$ cat src/rtl/palette_lookup_arbiter.sv
// Round-robin arbiter sharing one combinational palette ROM among NREQ requesters.
// A single response register holds the looked-up colour until the consumer takes it.
module palette_lookup_arbiter #(
    parameter int unsigned NREQ = 4,
    parameter int unsigned IW   = $clog2(NREQ)
) (
    input  logic              clk,
    input  logic              reset,
    input  logic [NREQ-1:0]   req_valid,
    input  logic [8*NREQ-1:0] req_index,
    output logic [NREQ-1:0]   req_ready,
    output logic [7:0]        pal_index,
    input  logic [3:0]        pal_red,
    input  logic [3:0]        pal_green,
    input  logic [3:0]        pal_blue,
    output logic              rsp_valid,
    output logic [IW-1:0]     rsp_id,
    output logic [11:0]       rsp_rgb,
    output logic              rsp_transparent,
    input  logic              rsp_ready,
    output logic [15:0]       lookup_count
);

    localparam int unsigned CW = 16;

    logic [IW-1:0] last_grant;
    logic [IW-1:0] winner;
    logic [IW-1:0] cand;
    logic [7:0]    win_index;
    logic          found;
    logic          any_valid;
    logic          accept;

    // Round-robin search starting just after the last grant, wrapping at NREQ.
    always_comb begin
        winner = last_grant;
        cand   = last_grant;
        found  = 1'b0;
        for (int unsigned k = 0; k < NREQ; k++) begin
            cand = (cand == IW'(NREQ - 1)) ? '0 : cand + IW'(1);
            if (!found && req_valid[cand]) begin
                found  = 1'b1;
                winner = cand;
            end
        end
    end

    // Route the winner's index to the ROM; zero when nobody asks.
    always_comb begin
        win_index = 8'h00;
        for (int unsigned i = 0; i < NREQ; i++) begin
            if (IW'(i) == winner) begin
                win_index = req_index[8*i +: 8];
            end
        end
        any_valid = |req_valid;
        pal_index = any_valid ? win_index : 8'h00;
    end

    // Accept when the response slot is free or draining this cycle; never during reset.
    always_comb begin
        accept    = any_valid && (!rsp_valid || rsp_ready) && !reset;
        req_ready = '0;
        for (int unsigned i = 0; i < NREQ; i++) begin
            req_ready[i] = accept && (IW'(i) == winner);
        end
    end

    // Response register, grant pointer and saturating lookup counter.
    always_ff @(posedge clk or posedge reset) begin
        if (reset) begin
            rsp_valid       <= 1'b0;
            rsp_id          <= '0;
            rsp_rgb         <= 12'h000;
            rsp_transparent <= 1'b0;
            lookup_count    <= '0;
            last_grant      <= IW'(NREQ - 1);
        end else if (accept) begin
            rsp_valid       <= 1'b1;
            rsp_id          <= winner;
            rsp_rgb         <= {pal_red, pal_green, pal_blue};
            rsp_transparent <= (pal_index == 8'h00);
            last_grant      <= winner;
            if (lookup_count != {CW{1'b1}}) begin
                lookup_count <= lookup_count + CW'(1);
            end
        end else if (rsp_valid && rsp_ready) begin
            rsp_valid <= 1'b0;
        end
    end

endmodule
$ cat config.mk
export PLATFORM = sky130hd
export DESIGN_NAME = palette_lookup_arbiter
export DESIGN_NICKNAME = d
export VERILOG_FILES = /design/src/rtl/palette_lookup_arbiter.sv
export SDC_FILE = /design/constraint.sdc
export NUM_CORES = 1
export LEC_CHECK = 0
export BUFFER_PORTS_ARGS = -buffer_cell sky130_fd_sc_hd__buf_2
export CAP_MARGIN = 10
export CORE_MARGIN = 4
export CORE_UTILIZATION = 40
export DETAILED_ROUTE_END_ITERATION = 8
export PLACE_DENSITY = 0.71
export SLEW_MARGIN = 20
export SYNTH_ARGS = -nofsm -noshare
export SYNTH_HDL_FRONTEND = slang
export SYNTH_SLANG_ARGS = --single-unit
export TNS_END_PERCENT = 50
$ cat constraint.sdc
create_clock -name clk -period 8.4 [get_ports clk]
set_input_delay 0.84 -clock clk [delete_from_list [all_inputs] [get_ports clk]]
set_output_delay 0.84 -clock clk [all_outputs]
set_load 0.1 [all_outputs]
=== After elaboration in Yosys (flattened, before gate mapping) ===
Cells that the tools add are included.

* $lt $le $gt $ge: 4
* Add/subtract/negate cells: 5
* Reductions and logical operators: 21
* Muxes and demuxes: 26
* Eq/ne operators: 8

{| class="wikitable"
|+ Operators by type and width
! kind !! number
|-
| 8-bit 2-to-1 mux || 5
|-
| 16-bit by 1-bit adder with 16-bit output (second input constant) || 1
|-
| 2-bit 2-to-1 mux || 8
|-
| 16-bit != test (second input constant) || 1
|-
| 2-bit by 3-bit less-than comparator with 1-bit output (second input constant) || 4
|-
| 1-bit logical AND || 10
|-
| 1-bit 2-to-1 mux || 9
|-
| 2-bit by 1-bit adder with 2-bit output (second input constant) || 4
|-
| 1-bit binary-select mux with 2-bit select || 4
|-
| 2-bit == test (second input constant) || 4
|-
| 8-bit zero test || 1
|-
| 1-bit zero test || 5
|-
| 2-bit == test (first input constant) || 2
|-
| 4-bit OR reduction || 1
|-
| 1-bit by 2-bit == test with 1-bit output (first input constant) || 1
|-
| 2-bit zero test || 1
|-
| 2-bit AND reduction || 1
|-
| 2-bit nonzero test || 1
|-
| 1-bit logical OR || 1
|}

* Input port bits: 51
* Register bits after elaboration: 34

=== Depth between registers and ports, before layout ===
Gate-level depths: netlist of run 1.

* Depth in word-level cells: 21
* Mapped depth: 11
* Mapped depth without buffers: 9

=== Worst setup path before layout of run 1 ===
Ideal clock, no wire load.

* Kind: input-to-output
* Start: input req_valid[1]
* End: output pal_index[2]
* Data required time: 7.560 ns
* Buffers on the path: 2
* Data arrival time: 3.985 ns
* Setup slack: 3.575 ns
* Stages: 10
* Path through: buf_2 > or3b_1 > a31oi_1 > a211oi_2 > o41ai_2 > buf_6 > mux2_1 > nor2_1 > a21oi_1 > nor2b_1

* Cells in the longest elaborated chain, start to end: 18

{| class="wikitable"
|+ RTL lines
! element !! line !! source
|-
| from (decl) || 9 || <nowiki>input logic [NREQ-1:0] req_valid,</nowiki>
|-
| 1-bit binary-select mux with 2-bit select || 41 || <nowiki>if (!found && req_valid[cand]) begin</nowiki>
|-
| 1-bit 2-to-1 mux (not written as such) || 41 ||
|-
| 1-bit 2-to-1 mux || 41 ||
|-
| 1-bit zero test || 41 ||
|-
| 1-bit logical AND || 41 ||
|-
| 1-bit 2-to-1 mux || 41 ||
|-
| 1-bit zero test || 41 ||
|-
| 1-bit logical AND || 41 ||
|-
| 1-bit 2-to-1 mux || 41 ||
|-
| 1-bit zero test || 41 ||
|-
| 1-bit logical AND || 41 ||
|-
| 2-bit 2-to-1 mux || 41 ||
|-
| 2-bit zero test || 52 || <nowiki>if (IW'(i) == winner) begin</nowiki>
|-
| 8-bit 2-to-1 mux (4 in a row) || 52 ||
|-
| 8-bit 2-to-1 mux (*) || 57 || <nowiki>pal_index = any_valid ? win_index : 8'h00;</nowiki>
|-
| to (decl) || 12 || <nowiki>output logic [7:0] pal_index,</nowiki>
|}

Every way passes the cells marked *; elsewhere a longest branch is shown, timed or not. The select of a mux whose other input is x is not followed.

=== Final worst setup path of run 1 ===
* Start: register last_grant[0]
* End: output pal_index[5]

* Cells in the longest elaborated chain, start to end: 20

{| class="wikitable"
|+ RTL lines
! element !! line !! source
|-
| from (decl) || 26 || <nowiki>logic [IW-1:0] last_grant;</nowiki>
|-
| from (signal assigned) || 77 || <nowiki>last_grant <= IW'(NREQ - 1);</nowiki>
|-
| from (signal assigned) || 83 || <nowiki>last_grant <= winner;</nowiki>
|-
| branches (longest 13 deep; another with 2-bit by 1-bit adder with 2-bit output) || n/a ||
|-
| 2-bit 2-to-1 mux (*) || 41 ||
|-
| 2-bit zero test || 52 ||
|-
| 8-bit 2-to-1 mux (3 in a row) || 52 ||
|-
| 8-bit 2-to-1 mux (*) || 52 ||
|-
| 8-bit 2-to-1 mux (*) || 57 ||
|}

Mark *: on every way between the ends. The select of a mux whose other input is x is not followed.

==> results.cfg, run 1 <==
[run_status]
status = completed

[cells_and_area]
postLayoutCellArea_um2 = 2620
register_area_um2 = 853
final_layout_size_suffix_gt1_frac = 0.381
syn2layout_area_growth_pct = 30.8
fillers = 473
fin_nets = 359
multi_input_area_um2 = 1070
fin_util = 0.548
insertedDiodeCount = 0

[sta]
period_share = 0.505
tightestPinTransition_ns = 0.618
finClkSkew_ns = 0.00564
finalHoldViolCount = 0
min_period_ns = 4.25
setup_ws_ns = 4.15
tns_ns = 0
max-slew-margin-rel = 0.588
rsz0062_at_grt = no
finalSetupViolCount = 0
fmax_ghz = 0.236
drv_slew = 0

[cts]
h-tree-depth = 2
post_cts_resized = 0
root_buffer = clkbuf_8
numCtsBuffers = 5
clockBufferDepth = 2
hold_buffers = 0
cts_tree = built
cts.sinks = 34
cts_setup_buffers = 0
clkLatencyLatePin_ns = 0.27
clk_pin_slew_worst_paths_ns = 0.07

[critical_path]
slowest_stage = mux4_1
cp-end-kind = primary output
worstPathMaxFanout = 12
cp_data_required_time_ns = 7.56
r2r_setup_slack_ns = 5.05
r2r_start = last_grant[0]
slowest_delay_ns = 0.61
crit_type = register to primary output
crit_start = last_grant[0]
reg2reg_to = rsp_transparent
path_cells = ha_1 -> or4_1 -> a211o_1 -> o41ai_2 -> buf_4 -> mux4_1 -> nor2b_1 -> buf_2
startpoint_type = register
worstPathArrival_ns = 3.41
endpoint = pal_index[5]
rr_worst_depth = 9

[logic_synthesis]
synthSimpleGateAreaFrac = 0.258
synth_nets = 264
synth_area_um2 = 2010
synth_cell_types = 45
synth_seq_cells = 34
synth_top_family_by_area = simple AND/OR/NAND/NOR gates
synth.top_cell.area_share = 0.399
yosysWarnings = 0
synth_area_per_cell_um2 = 9.51
ys.flop_type = dfrtp_1
synth.most_common_cell = nand2_1
synth_mux_area_frac = 0.102
synth-xor-area-share = 0.0655
seq_area_frac_synth = 0.425
synthCells = 211
synth_fa_ha_area_frac = 0.0125
synthArstFlopShare = 1.00
synthTopCellsByArea = dfrtp_1 (40%), nand2_1 (9.0%), mux4_1 (5.2%), xnor2_1 (4.4%), nor2b_1 (3.7%)
synthTopCellsByCount = nand2_1 (48), dfrtp_1 (32), nor2_1 (14), nor2b_1 (12), xnor2_1 (10)
synth_top_area_cell = dfrtp_1
synth_compound_area_frac = 0.0936
synth_enable_flop_cells = 0

[detailed_routing]
drc = 0
drt-pass1-iter-count = 4
vias = 1783
wl_per_cell_um = 13.1
ant_nets = 0
routed_via_density = 4.77
first_iter_violations = 31
wirelength_um = 4890

[floorplan]
die_area_um2 = 6210
fp-row-count = 25
start_util = 0.419
die_h_um = 78.8
die_width_um = 78.8
io_pins = 95
core-area_um2 = 4790

[min_path]
hp-class = register to register

[place]
io_buffers = 94
hpwlAfterDp_um = 3900
pre_cts_ws_ns = 4.28
gp_congestion = 0.873
place_area_um2 = 2530

[flow_run]
cap_viol_max_count = 0

[global_route]
antenna_found_initial = 0
grt_pass1_vias = 1818
grt_usage = 0.165
overflow = 0
grt_max_degree = 19
grt_pass1_wl_um = 8310
==> layout by cell type, fill, tap and decap left out, types with 6 or more instances in the layout <==
cell      count
xnor2_1      10
and2_1        7
inv_1         9
o21ai_0       6
clkbuf_8      6
nand2_1      48
dfrtp_1      32
nor2b_1      12
nor2_1       14
buf_2        94
nand3_1       7
==> cell type report <==
type                    instances  share of cell area
inverters                       9              0.0129
flip-flops and latches         34               0.325
clock inverters                 1             0.00191
multi-input cells             159               0.407
well taps                      67              0.0320
repair buffers                 97               0.188
clock buffers                   7              0.0329
==> worst min path at each step <==
stage	from	cells after the start	to	slack, ns
global route	rsp_rgb[7]	2	rsp_rgb[7]	0.50
finish	rsp_rgb[0]	2	rsp_rgb[0]	0.47
global placement	rsp_rgb[6]	2	rsp_rgb[6]	0.45
detailed placement	rsp_rgb[0]	2	rsp_rgb[0]	0.46
CTS	rsp_rgb[0]	2	rsp_rgb[0]	0.47
floorplan	last_grant[1]	2	last_grant[1]	0.49
==> logic make-up after synthesis <==
family	Yosys count
AOI/OAI and AO/OA	26
xor gates and xnor gates	15
adders and majority gates	2
buffers and inverters	18
DFF	34
muxes	10
and+or+nand+nor	106
==> critical path, delay by kind of cell (launching register included) <==
kind | cells | cell delay (ns)
simple gates | 2 | 0.70
mux | 1 | 0.61
flops | 1 | 0.59
buf+inv | 2 | 0.55
fa+ha+maj | 1 | 0.35
compound gates | 2 | 0.33
==> flip-flops by register name (all words and copies together) (netlist names) <==
signal and count:
rsp_transparent 1, rsp_rgb 12, lookup_count 16, rsp_id 2, rsp_valid 1, last_grant 2
==> stage by stage <==
stage,instances,hold slack (ns)
3_5_place_dp,366,0.457
6_report,374,0.472
4_1_cts,374,0.475
3_3_place_gp,366,0.454
2_1_floorplan,211,0.492
5_1_grt,374,0.496
==> routing by layer <==
metal / up-vias / GRT usage / routed length, µm
li1: 913 / - / -
met5: - / 0 / 0
met1: 822 / 0.211 / 2160
met4: 0 / 0.0344 / 8
met3: 2 / 0.0363 / 282
met2: 46 / 0.287 / 2440
Power of run 1 is left out: the tool's default activity adds up to more than one toggle a clock period on the data nets, which glitch-free logic cannot reach.
==> run 2: changes to the inputs <==
- ABC_AREA: unset -> 1
- clock period: 8.4 -> 3.5 ns (I/O delays scaled with it)
==> run 2 against run 1 <==
  * Synthesized area grew 19%
  * Worst hold slack worse by 0.37 ns
  * Highest routed layer unchanged
  * Critical path depth grew 9
  * Core utilization down 1.1 points
  * Non-clock buffer count unchanged
  * Final area rose by 15%
  * Routed wire length is 19% higher
  * Critical endpoint is now pal_index[2]
==> results.cfg, run 2 <==
[sta]
finClkSkew_ns = 0.00629
drv_slew = 0
min_period_ns = 3.26
finalSetupViolCount = 0
finalHoldViolCount = 0
tightestPinTransition_ns = 0.780
fmax_ghz = 0.306
hold_ws_ns = 0.101
max-slew-margin-rel = 0.475
period_share = 0.932
rsz0062_at_grt = no

[critical_path]
cp_data_required_time_ns = 3.15
cp-end-kind = primary output
crit_start = last_grant[0]
worstPathArrival_ns = 2.91
worstPathMaxFanout = 13
r2r_start = last_grant[0]
endpoint = pal_index[2]
r2r_setup_slack_ns = 0.85
reg2reg_to = rsp_transparent
rr_worst_depth = 19
startpoint_type = register
crit_type = register to primary output

[cells_and_area]
final_common_cell = nand2_1
largest-register = lookup_count
fin_nets = 487
largest_reg_flops = 16
final_layout_size_suffix_gt1_frac = 0.333
final_cell_mix = nand2_1 (131), buf_2 (86), inv_1 (45)
syn2layout_area_growth_pct = 27.2
insertedDiodeCount = 0
fin_util = 0.536
reg_top3 = lookup_count x16, rsp_rgb x12

[detailed_routing]
drc = 0
wl_met3_um = 451
routed_via_density = 4.68
wirelength_um = 5840
first_iter_violations = 41
wl_met2_um = 2850
drt-pass1-iter-count = 4
vias = 2372
ant_nets = 0
top_layer = met4
m1WireLength_um = 2530
wl_per_cell_um = 11.5

[floorplan]
die_area_um2 = 7240
die_width_um = 85.1
die_h_um = 85.1
start_util = 0.422
io_pins = 95
fp-row-count = 27
core-area_um2 = 5640

[logic_synthesis]
synth.top_cell.area_share = 0.337
seq_area_frac_synth = 0.359
synthTopCellsByArea = dfrtp_1 (34%), nand2_1 (21%), inv_1 (7.1%), nand3_1 (5.0%), xor2_1 (3.7%)
synth_enable_flop_cells = 0
synth_area_um2 = 2380
synthArstFlopShare = 1.00
yosysWarnings = 0
synth_seq_cells = 34
synth_top_area_cell = dfrtp_1
ys.flop_type = dfrtp_1
synth.most_common_cell = nand2_1
synth_nets = 390
synthTopCellsByCount = nand2_1 (133), inv_1 (45), dfrtp_1 (32), nand3_1 (24), nor2_1 (14)
synth_area_per_cell_um2 = 7.06
synthCells = 337
synth_cell_types = 32

[global_route]
antenna_found_initial = 0
grt_usage = 0.167
grt_max_degree = 24
grt_pass1_wl_um = 10000
grt_pass1_vias = 2304
overflow = 0

[cts]
cts_tree = built
cts_setup_buffers = 0
h-tree-depth = 2
cts.sinks = 34
root_buffer = clkbuf_8
clockBufferDepth = 2
hold_buffers = 0
numCtsBuffers = 5
clkLatencyLatePin_ns = 0.28
clk_pin_slew_worst_paths_ns = 0.07

[min_path]
hp-class = input port to asynchronous set/reset pin

[flow_run]
cap_viol_max_count = 0

[place]
io_buffers = 94
hpwlAfterDp_um = 4710
gp_congestion = 0.865

[run_status]
status = completed
-- run 2: cell count changes after synthesis, moves of 5 or more --
| cell | delta |
|---|---|
| nand2_1 | +85 |
| inv_1 | +36 |
| nand3_1 | +17 |
| nor2b_1 | -12 |
| nand2_2 | +11 |
| and2_1 | -7 |
| nand2_4 | +7 |
| nand3_2 | +5 |
| xnor2_1 | -5 |
| xor2_1 | +5 |
-- run 2: logic make-up after synthesis --
logic type,synth area share
flip-flops,0.359
buffers and inverters,0.114
AO/OA/AOI/OAI,0.0447
XOR/XNOR,0.0552
AND/OR/NAND/NOR,0.417
adder cells (fa/ha/maj),0.0105
-- run 2: worst min path at each step --
stage	to	slack [ns]	from
6_report	rsp_valid	0.10	reset
5_1_grt	rsp_valid	0.13	reset
3_3_place_gp	rsp_valid	0.41	reset
4_1_cts	rsp_id[0]	0.11	reset
2_1_floorplan	rsp_valid	0.45	rsp_ready
3_5_place_dp	rsp_rgb[3]	0.42	reset
-- run 2: final cells by class --
type | instances | area (µm²)
Clock inverter | 1 | 5.00
Clock buffer | 7 | 86.3
Tap cell | 72 | 90.1
Fill cell | 550 | 2620
Inverter | 52 | 199
Multi-Input combinational cell | 244 | 1280
Timing Repair Buffer | 97 | 513
Sequential cell | 34 | 853
-- run 2: repair_timing --
action	4_1_cts	5_1_grt
gates resized for setup	1	17
endpoints found under the setup margin	1	9
endpoints found under the hold margin	0	0
gates cloned	0	0
-- run 2: worst max-delay path, cell delays in order (launching register included) --
cell and delay [ns]:
dfstp_2 0.58, ha_2 0.24, inv_2 0.06, nand2_4 0.16, nand2_1 0.09, nand2_2 0.11, nand2_2 0.08, a21oi_4 0.16
nand2_2 0.11, nand2_4 0.11, nand2_8 0.08, inv_4 0.12, o21bai_1 0.12, nand3_1 0.09, nand2_1 0.07, nand2_1 0.08
inv_1 0.07, buf_4 0.28
-- run 2: per-stage QoR --
step | instances | area, µm² | setup TNS (ns) | setup WS, ns
final | 507 | 3030 | 0 | 0.237
after global routing | 507 | 3030 | 0 | 0.00747
after CTS | 507 | 2990 | 0 | 0.0371
after detailed placement | 499 | 2890 | 0 | 0.304
after global placement | 499 | 2890 | 0 | 0.383
after floorplan | 337 | 2380 | -0.00720 | -0.00720
-- run 2: per-layer routing --
layer  global-route usage  vias up
li1                     -     1231
met1                0.200     1057
met2                0.299       80
met3               0.0447        4
met4               0.0331        0
met5                    0        -
Power of run 2 is left out for the same reason.
==> run 3: changes to the inputs <==
- SETUP_SLACK_MARGIN: unset -> 0.4
==> run 3 against run 2 <==
  * Final area up 10%
  * Flip-flop and latch count unchanged
  * Highest routed layer unchanged
  * Core utilization up 5.5 points
  * Final cell count up 2.2%
  * Die area unchanged
  * Worst hold slack better by 0.15 ns
  * Critical endpoint is now pal_index[6]
  * Register-to-register slack better by 0.08 ns
  * Critical path type unchanged
==> results.cfg, run 3 (synthesized netlist as in run 2, its figures left out) <==
[sta]
finClkSkew_ns = 0.00552
tns_ns = 0
min_period_ns = 3.09
rsz0062_at_grt = yes
drv_slew = 0
finalSetupViolCount = 0
finalHoldViolCount = 0
fmax_ghz = 0.324
max-slew-margin-rel = 0.384
tightestPinTransition_ns = 0.923
period_share = 0.883

[detailed_routing]
drt-pass1-iter-count = 4
wl_per_cell_um = 12.7
ant_nets = 0
drc = 0
wirelength_um = 6560
routed_via_density = 4.78
vias = 2475
first_iter_violations = 97

[floorplan]
die_h_um = 85.1
fp-row-count = 27
die_area_um2 = 7240
io_pins = 95
start_util = 0.422
core-area_um2 = 5640
die_width_um = 85.1

[global_route]
grt_usage = 0.171
grt_util_met1 = 0.207
grt_pass1_vias = 2304
grtUsageMet2 = 0.302
grt_max_degree = 26
grt_pass1_wl_um = 10300
busiest_layer = met2
overflow = 0
antenna_found_initial = 0
grt.met3_usage = 0.0427

[cells_and_area]
largest-register = lookup_count
largest_reg_flops = 16
reg_top3 = lookup_count x16, rsp_rgb x12
final_common_cell = nand2_1
final_cell_mix = nand2_1 (126), buf_2 (84), inv_1 (41)
syn2layout_area_growth_pct = 40.3
fin_nets = 498
insertedDiodeCount = 0
final_layout_size_suffix_gt1_frac = 0.383

[place]
hpwlAfterDp_um = 4750
gp_congestion = 0.870
io_buffers = 94

[critical_path]
crit_top_cell = nand2_1
worstPathMaxFanout = 14
slowest_delay_ns = 0.40
path_cells = ha_4 -> nor2_4 -> nand2_1 -> nand3_2 -> nand2_2 -> o21bai_1 -> nand2_1 -> nand3_4 -> nand2_8 -> nand2_8 -> o21ai_0 -> inv_1 -> nand2_1 -> inv_1 -> buf_8
worstPathArrival_ns = 2.74
slowest_stage = dfstp_2
cp-end-kind = primary output
startpoint_type = register
cp_data_required_time_ns = 3.15
crit_type = register to primary output

[cts]
cts.sinks = 34
clockBufferDepth = 2
cts_tree = built
clk_pin_slew_worst_paths_ns = 0.07
clkLatencyLatePin_ns = 0.28
root_buffer = clkbuf_8
numCtsBuffers = 5
h-tree-depth = 2

[flow_run]
cap_viol_max_count = 0

[min_path]
hp-class = input port to register

[run_status]
status = completed
-- run 3: cell count changes in the layout (fill, tap and decap cells not counted), sizes merged --
cell and delta:
buf +8, bufinv +1, clkbuf -2, clkinv +2, nand2 +2
-- run 3: what timing repair did --
item / in CTS / in global routing
endpoints found under the setup margin: 12 / 12
pin swaps: 0 / 13
cloned: 0 / 3
hold buffers: 0 / 0
setup buffers: 1 / 8
gates resized for setup: 25 / 43
-- run 3: final timing paths --
check	startpoint	endpoint	slack (ns)	cells after the start
max in group asynchronous	reset	lookup_count[14]	2.52	3
min in group asynchronous	reset	rsp_valid	0.29	2
setup / recovery	last_grant[0]	pal_index[6]	0.41	15
hold reg to reg	rsp_rgb[4]	rsp_rgb[4]	0.47	2
hold / removal	rsp_ready	rsp_valid	0.26	2
setup reg to reg	last_grant[0]	rsp_transparent	0.93	17
-- run 3: layout make-up --
type                            instances  area, µm²
Clock buffer                            5       68.8
Clock inverter                          3       40.0
Fill cell                             521       2300
Inverter                               52        219
Multi-Input combinational cell        246       1400
Sequential cell                        34        853
Tap cell                               72       90.1
Timing Repair Buffer                  105        663
Timing Repair inverter                  1       8.76
-- run 3: routing by layer --
| metal | routed length, µm | vias up | share of wire |
|---|---|---|---|
| met2 | 3400 | 88 | 0.52 |
| met5 | 0 | - | 0 |
| met3 | 421 | 16 | 0.064 |
| li1 | - | 1251 | - |
| met1 | 2650 | 1120 | 0.40 |
| met4 | 89 | 0 | 0.014 |
-- run 3: stage by stage --
step	std cells	util	hold WS (ns)	instance area (µm²)	setup slack, ns
6_report	518	0.592	0.256	3340	0.411
5_1_grt	518	0.592	0.265	3340	0.232
4_1_cts	507	0.550	0.243	3100	0.391
3_5_place_dp	498	0.512	0.457	2890	0.272
3_3_place_gp	498	0.512	0.452	2890	0.405
2_1_floorplan	337	-	0.446	2390	0.0774
-- run 3: worst max-delay path: cells and delay by family (launching register included) --
kind | cells | cell delay, ns
AO/OA/AOI/OAI | 2 | 0.33
adder cells (fa/ha/maj) | 1 | 0.19
buffers and inverters | 3 | 0.30
flip-flops | 1 | 0.40
AND/OR/NAND/NOR | 9 | 1.21
Power of run 3 is left out for the same reason.
